`src/rtl/rf_dump_reader.sv`:
```
// Debug read-out engine: walks a wrapping register-file range through one
// read port and streams {addr,data} words to a valid/ready trace sink.
module rf_dump_reader #(
   parameter int N_ELEMENTS = 8,
   parameter int ADDR_WIDTH = 3,
   parameter int DATA_WIDTH = 16
) (
   input  logic                  clk,
   input  logic                  rst,
   input  logic                  start,
   input  logic                  abort,
   input  logic [ADDR_WIDTH-1:0] first_addr,
   input  logic [ADDR_WIDTH:0]   count,
   output logic                  busy,
   output logic [ADDR_WIDTH-1:0] rf_addr,
   input  logic [DATA_WIDTH-1:0] rf_data,
   output logic                  out_valid,
   input  logic                  out_ready,
   output logic [ADDR_WIDTH-1:0] out_addr,
   output logic [DATA_WIDTH-1:0] out_data,
   output logic                  done
);

   localparam logic [ADDR_WIDTH:0]   N_CNT     = (ADDR_WIDTH+1)'(N_ELEMENTS);
   localparam logic [ADDR_WIDTH-1:0] LAST_ADDR = ADDR_WIDTH'(N_ELEMENTS - 1);

   typedef enum logic [1:0] {
      IDLE,
      READ,
      SEND,
      DONE
   } state_t;

   state_t state, state_nx;

   logic [ADDR_WIDTH-1:0] cur, cur_nx, cur_inc, start_cur;
   logic [ADDR_WIDTH:0]   rem, rem_nx, start_rem;
   logic [ADDR_WIDTH-1:0] rf_addr_nx, out_addr_nx;
   logic [DATA_WIDTH-1:0] out_data_nx;
   logic                  out_valid_nx;

   // Out-of-range start address restarts at 0; length never exceeds the file
   assign start_cur = ({1'b0, first_addr} >= N_CNT) ? '0 : first_addr;
   assign start_rem = (count > N_CNT) ? N_CNT : count;
   assign cur_inc   = (cur == LAST_ADDR) ? '0 : cur + 1'b1;

   always_comb begin
      state_nx     = state;
      cur_nx       = cur;
      rem_nx       = rem;
      rf_addr_nx   = rf_addr;
      out_valid_nx = out_valid;
      out_addr_nx  = out_addr;
      out_data_nx  = out_data;
      case (state)
         IDLE: begin
            if (start && !abort) begin
               cur_nx     = start_cur;
               rem_nx     = start_rem;
               rf_addr_nx = start_cur;
               state_nx   = (start_rem == '0) ? DONE : READ;
            end
         end
         READ: begin
            out_data_nx  = rf_data;
            out_addr_nx  = cur;
            out_valid_nx = 1'b1;
            state_nx     = SEND;
         end
         SEND: begin
            if (out_ready) begin
               out_valid_nx = 1'b0;
               if (rem == 1) begin
                  state_nx = DONE;
               end else begin
                  cur_nx     = cur_inc;
                  rem_nx     = rem - 1'b1;
                  rf_addr_nx = cur_inc;
                  state_nx   = READ;
               end
            end
         end
         DONE: state_nx = IDLE;
         default: state_nx = IDLE;
      endcase
      // A word handed over alongside abort still counts as delivered
      if (abort && state != IDLE) begin
         state_nx     = IDLE;
         out_valid_nx = 1'b0;
      end
   end

   always_ff @(posedge clk) begin
      if (rst) begin
         state     <= IDLE;
         cur       <= '0;
         rem       <= '0;
         rf_addr   <= '0;
         out_valid <= 1'b0;
         out_addr  <= '0;
         out_data  <= '0;
         busy      <= 1'b0;
         done      <= 1'b0;
      end else begin
         state     <= state_nx;
         cur       <= cur_nx;
         rem       <= rem_nx;
         rf_addr   <= rf_addr_nx;
         out_valid <= out_valid_nx;
         out_addr  <= out_addr_nx;
         out_data  <= out_data_nx;
         busy      <= (state_nx != IDLE);
         done      <= (state_nx == DONE);
      end
   end

endmodule

```
`config.mk`:
```
export PLATFORM = sky130hd
export DESIGN_NAME = rf_dump_reader
export DESIGN_NICKNAME = d
export VERILOG_FILES = /design/src/rtl/rf_dump_reader.sv
export SDC_FILE = /design/constraint.sdc
export NUM_CORES = 1
export LEC_CHECK = 0
export ABC_AREA = 1
export BUFFER_PORTS_ARGS = -buffer_cell sky130_fd_sc_hd__buf_2
export CAP_MARGIN = 25
export CELL_PAD_IN_SITES_DETAIL_PLACEMENT = 0
export CELL_PAD_IN_SITES_GLOBAL_PLACEMENT = 2
export CORE_ASPECT_RATIO = 0.6
export CORE_MARGIN = 8
export CORE_UTILIZATION = 26
export CTS_BUF_LIST = sky130_fd_sc_hd__clkbuf_4 sky130_fd_sc_hd__clkbuf_8
export DETAILED_ROUTE_END_ITERATION = 6
export PLACE_DENSITY = 0.85
export SYNTH_ARGS = -nofsm -noshare
export SYNTH_HDL_FRONTEND = slang
export SYNTH_SLANG_ARGS = --single-unit
```
`constraint.sdc`:
```
create_clock -name clk -period 1.6 [get_ports clk]
set_clock_uncertainty 0.15 [all_clocks]
set_input_delay 0.16 -clock clk [delete_from_list [all_inputs] [get_ports clk]]
set_output_delay 0.16 -clock clk [all_outputs]
set_load 0.01 [all_outputs]
```
Word-level counts from Yosys, hierarchy flattened
Cells that the tools add are included.

Magnitude comparators: 1. Add/sub/neg operators: 2. Multiplexer cells: 18. Reduce and logical (&&, ||, !) cells: 12. Eq/ne operators: 9.

Operator list (count): $mux W4 (4); $mux W3 (4); $mux W2 (5); $pmux W2 S4 (1); $pmux W4 S2 (1); $reduce_bool A2 Y1 (4); $eq A2 B2 Y1 const B (3); $ne A2 B2 Y1 const B (3); $pmux W3 S2 (1); $eq A4 B1 Y1 const B (1); $gt A4 B4 Y1 const B (1); $logic_not A4 Y1 (1); $reduce_and A4 Y1 (1); $sub A4 B1 Y4 const B (1); $add A3 B1 Y3 const B (1); $eq A3 B3 Y1 const B (1); $eq A2 B1 Y1 const B (1); $logic_and A1 B1 Y1 (2); $logic_not A2 Y1 (1); $pmux W1 S2 (1); $reduce_and A2 Y1 (1); $reduce_or A2 Y1 (1); $logic_not A1 Y1 (1); $mux W1 (1).

Register bits after elaboration: 31. Output and inout port bits: 25.

Depth between registers and ports, before layout
Word-level depth: 8. Gate-level depth with buffers: 9. Gate-level depth less buffers: 9.

Least setup slack after synthesis
Ideal clock, no wire load.

Kind: reg2reg. Start: reg cur[0]. End: reg cur[2]. Setup slack: 0.246 ns. Cell stages (with the launch flop): 7. Arrival time: 1.088 ns. Required time: 1.334 ns. Buffers on the path: 0. Cells stage by stage: dfxtp_1 -> ha_1 -> ha_1 -> nand2_1 -> nand2_1 -> o21ai_0 -> nor2_1.

Longest elaborated chain between the ends: 5. Elaborated cells on any way between the ends: 6. Classes of those cells: add/sub (1); eq/ne (1); mux (4).

Ends and longest elaborated chain: from (decl) (RTL line 36) `logic [ADDR_WIDTH-1:0] cur, cur_nx, cur_inc, start_cur;`; from (signal assigned) (RTL line 106) `cur <= cur_nx;`; $add A3 B1 Y3 or $eq A3 B3 Y1 (tied branches) (RTL line 45) `assign cur_inc = (cur == LAST_ADDR) ? '0 : cur + 1'b1;`; $mux W3 (*) (RTL line 45); $mux W3 (*) (RTL line 73) `if (rem == 1) begin`; $mux W3 (*) (RTL line 71) `if (out_ready) begin`; $pmux W3 S2 (*) (RTL line 55) `case (state)`.

Every way passes the cells marked *; elsewhere a longest branch is shown, timed or not. The select of a mux whose other input is x is not followed. A chain may end at the register's enable or synchronous reset.

Worst setup path after layout
Start: reg rem[1]. End: reg cur[0].

Longest elaborated chain between the ends: 3.

Ends and longest elaborated chain: from (decl) (RTL line 37) `logic [ADDR_WIDTH:0] rem, rem_nx, start_rem;`; from (signal assigned) (RTL line 107) `rem <= rem_nx;`; $eq A4 B1 Y1 (RTL line 73); $ne A2 B2 Y1 (no source line); $reduce_and A4 Y1 (no source line).

Every way passes these cells.

==> flow_summary.rst <==
.. list-table::
   :header-rows: 1

   * - Metric
     - Value
   * - Status
     - finished, final reports clean
   * - Net count, final
     - 287
   * - Avg Vias per Cell
     - 4.19
   * - Max Freq
     - 695 MHz
   * - Layout cell share with drive strength beyond 1
     - 28.6%
   * - Total standard cell area after synthesis
     - 0.00130 mm2
   * - Maximum number of pins on one net before global-route repair
     - 20
   * - Setup repair after global routing missed its margin
     - false
   * - Crit path buf inv count
     - 2
   * - Hold violation count in the final report
     - 0
   * - Worst rel slew slack
     - 73.8%
   * - Die boundary height
     - 70.9 um
   * - Worst hold path class
     - in -> reg
   * - Endpoint kind of the worst setup timing path
     - register
   * - Tmin final
     - 1.44 ns
   * - Synthesized area divided by synthesized cell count
     - 7.20 um2
   * - Placeable core region
     - 0.00495 mm2
   * - Number of violations of the max-capacitance limit
     - 0
   * - Slowest Stage Delay on Critical Path
     - 0.36 ns
   * - WP depth
     - 8
   * - Initial DRT Pass Iterations
     - 4
   * - Placed cell count
     - 298
   * - Final max-slew violation count
     - 0
   * - Proportion of synthesized chip area in sequential cells
     - 47.6%
   * - Routability-driven placement congestion ratio
     - 0.804
   * - Cell family with most CP delay
     - simple AND/OR/NAND/NOR gates
   * - Total leakage power
     - 0.972 nW
   * - Worst-Margin Slew
     - 0.392 ns
   * - Count of inserted antenna diode cells
     - 0
   * - Width of the die
     - 107 um
   * - Worst-path cell chain
     - inv_1, ha_1, nand4_1, nand2_2, inv_4, nand2_1, nand2_1, nor2_1
   * - Boundary pin count
     - 53
   * - Cell repeated most along the worst path
     - nand2_1
   * - Detail-routed net length per standard cell
     - 11.6 um
   * - Maximum number of buffers from clock root to sink
     - 2
   * - Largest fanout on the critical path
     - 7
   * - Via count of the first global-routing pass
     - 1347
   * - Peak supply drop
     - 0.000326 V
   * - Worst path setup slack after routing
     - 0.162 ns
   * - Arrival time reported for the critical path endpoint
     - 1.47 ns
   * - Number of failing setup endpoints in the final timing report
     - 0
   * - Number of design-rule violations left by the first detailed-router iteration
     - 32
   * - Congestion Overflow GR
     - 0
   * - Post-DRT Antenna Nets
     - 0
   * - Insertion delay to the later sink of the worst-skew pair
     - 0.28 ns
   * - Placed wire-length estimate
     - 2820 um
   * - Number of levels in the clock H-tree
     - 2
   * - Inserted Clock Buffers
     - 5
   * - Number of core rows
     - 20
   * - Worst R2R Path Depth
     - 8
   * - Timing endpoint of the critical path
     - cur[0]$_SDFFE_PP0P_
   * - Distinct cell type count of the synthesized netlist
     - 20
   * - Die footprint
     - 0.00761 mm2
   * - Via count
     - 1344
   * - CTS tree
     - built
   * - Count of buffers added by post-CTS timing repair for setup
     - 0
   * - Count of non-filler cells in the finished layout
     - 321
   * - Category of the worst setup path launch point
     - register
   * - Initial antenna violation count
     - 0
   * - Critical Path Slowest Stage Cell
     - dfxtp_1
   * - Buffer cell driving the clock tree root
     - clkbuf_8
   * - Worst reg2reg endpoint
     - cur[0]$_SDFFE_PP0P_
   * - Aggregate global-route resource usage
     - 10.5%
   * - Cell depth of the worst min-delay path
     - 3
   * - Worst setup slack after placement
     - -0.0731 ns
   * - Power density over the cells
     - 961 mW/mm2
   * - Initial core utilization
     - 26.3%
   * - Seq cells post-synth
     - 31
   * - Reg-to-reg slack, setup
     - 0.16 ns
   * - Syn Nets
     - 213
   * - Layout-stage area growth over the synthesis result
     - 46.6%
   * - Cells after Synth
     - 181
   * - Global-route wire length before repair
     - 6400 um
   * - Detailed-route DRC error count
     - 0
   * - Clock transition at the register clock pins on the worst setup and hold paths after CTS
     - 0.06 ns
   * - Worst setup path startpoint
     - rem[1]$_SDFFE_PP0P_
   * - TritonCTS sink count
     - 31
   * - Reg2Reg Launch Point
     - rem[1]$_SDFFE_PP0P_
   * - Post-detailed-routing wire length
     - 3730 um
   * - Share of the clock period used by the worst path after layout
     - 89.9%
   * - Syn. warnings
     - 0
   * - Required time at the endpoint of the critical path
     - 1.63 ns
   * - Count of buffers inserted at the top-level ports
     - 52
   * - Kind of critical path
     - reg -> reg
## area by class of cell
type	instances	area [um2]
clock buffer	6	82.6
clock inverter	1	5.00
fill	543	3040
inverter	13	51.3
multi-input combinational	132	619
sequential	31	621
tap	66	82.6
timing repair buffer	72	450
## how the worst min path moves through the flow
stage                           start                        end
after detailed placement  rf_data[10]  out_data[10]$_SDFFE_PP0P_
after CTS                         rst        rem[0]$_SDFFE_PP0P_
after global placement    rf_data[11]  out_data[11]$_SDFFE_PP0P_
after global routing              rst        rem[2]$_SDFFE_PP0P_
final                             rst        rem[2]$_SDFFE_PP0P_
after floorplan                   rst        rem[0]$_SDFFE_PP0P_
## layout by cell type (no fill, tap or decap)
master         synthesis  layout
nor2_1                58      57
buf_2                  0      52
dfxtp_1               31      31
o21ai_0               28      28
nand2_1               20      20
dlygate4sd3_1          0      16
inv_1                 10      10
nand3_1                7       7
a21oi_1                7       6
clkbuf_8               0       6
ha_1                   4       4
buf_4                  1       4
nand2_2                3       3
inv_2                  2       2
nor2_2                 1       1
nand3_2                1       1
nand4_1                1       1
inv_4                  1       1
nor2_4                 0       1
xnor2_1                1       1
a21oi_2                0       1
nor3_1                 1       1
clkinv_2               0       1
## cell families (layout without fill, tap and decap cells)
logic type                 count (synthesis)  after routing  share of synthesized area [%]
adders and majority gates                  4              4                           3.84
DFF                                       31             31                           47.6
AOI/OAI and AO/OA                         35             35                           13.4
buffers and inverters                     18             92                           5.76
and+or+nand+nor                           92             92                           28.7
xor gates and xnor gates                   1              1                          0.672
## state kept, by name (all words and copies together) (netlist names)
register	flops
out_valid	1
state	2
rem	4
out_addr	3
busy	1
cur	3
done	1
out_data	16
## worst register-to-register path: stages, from the launching register on
cell	delay, ns
dfxtp_1	0.36
inv_1	0.07
ha_1	0.21
nand4_1	0.15
nand2_2	0.13
inv_4	0.11
nand2_1	0.05
nand2_1	0.05
nor2_1	0.04
## cells in the mapped netlist (all sizes together)
master	count	area [um2]
clkbuf	3	12.5
ha	4	50.1
nand3	8	45.0
nor3	1	5.00
buf	2	11.3
a21oi	7	35.0
dfxtp	31	621
inv	13	51.3
nand4	1	6.26
o21ai	28	140
xnor2	1	8.76
nand2	23	93.8
nor2	59	224
## per-layer routing
metal | global-route usage (%) | up-vias | share of wire, %
met5 | 0 | - | 0
met4 | 3.21 | 0 | 0.83
met3 | 5.35 | 5 | 8.2
met2 | 14.9 | 35 | 38
met1 | 13.4 | 580 | 53
li1 | - | 724 | -
## power by group
part	internal [W]	leakage, nW	switching, W
Clock	0.000337	0.0470	0.000277
Sequential	0.000835	0.253	0.0000402
Combinational	0.000155	0.672	0.000193
## through the flow
stage	cell area, um2	util (%)	TNS (ns)	power, W	hold slack, ns
2_1_floorplan	1300	-	0	0.00107	0.0791
3_3_place_gp	1650	33.4	0	0.00122	0.241
3_5_place_dp	1650	33.4	-0.994	0.00121	0.238
4_1_cts	1900	38.4	0	0.00186	0.0441
5_1_grt	1910	38.6	0	0.00196	0.0529
6_report	1910	38.6	0	0.00184	0.0461
## repair_timing
item,4_1_cts,5_1_grt
hold endpoints to repair,16,0
pin swaps,0,1
hold buffers,16,0
resized for setup,1,2
endpoints found under the setup margin,19,2
Note: power is estimated with default switching activity, not from simulation.
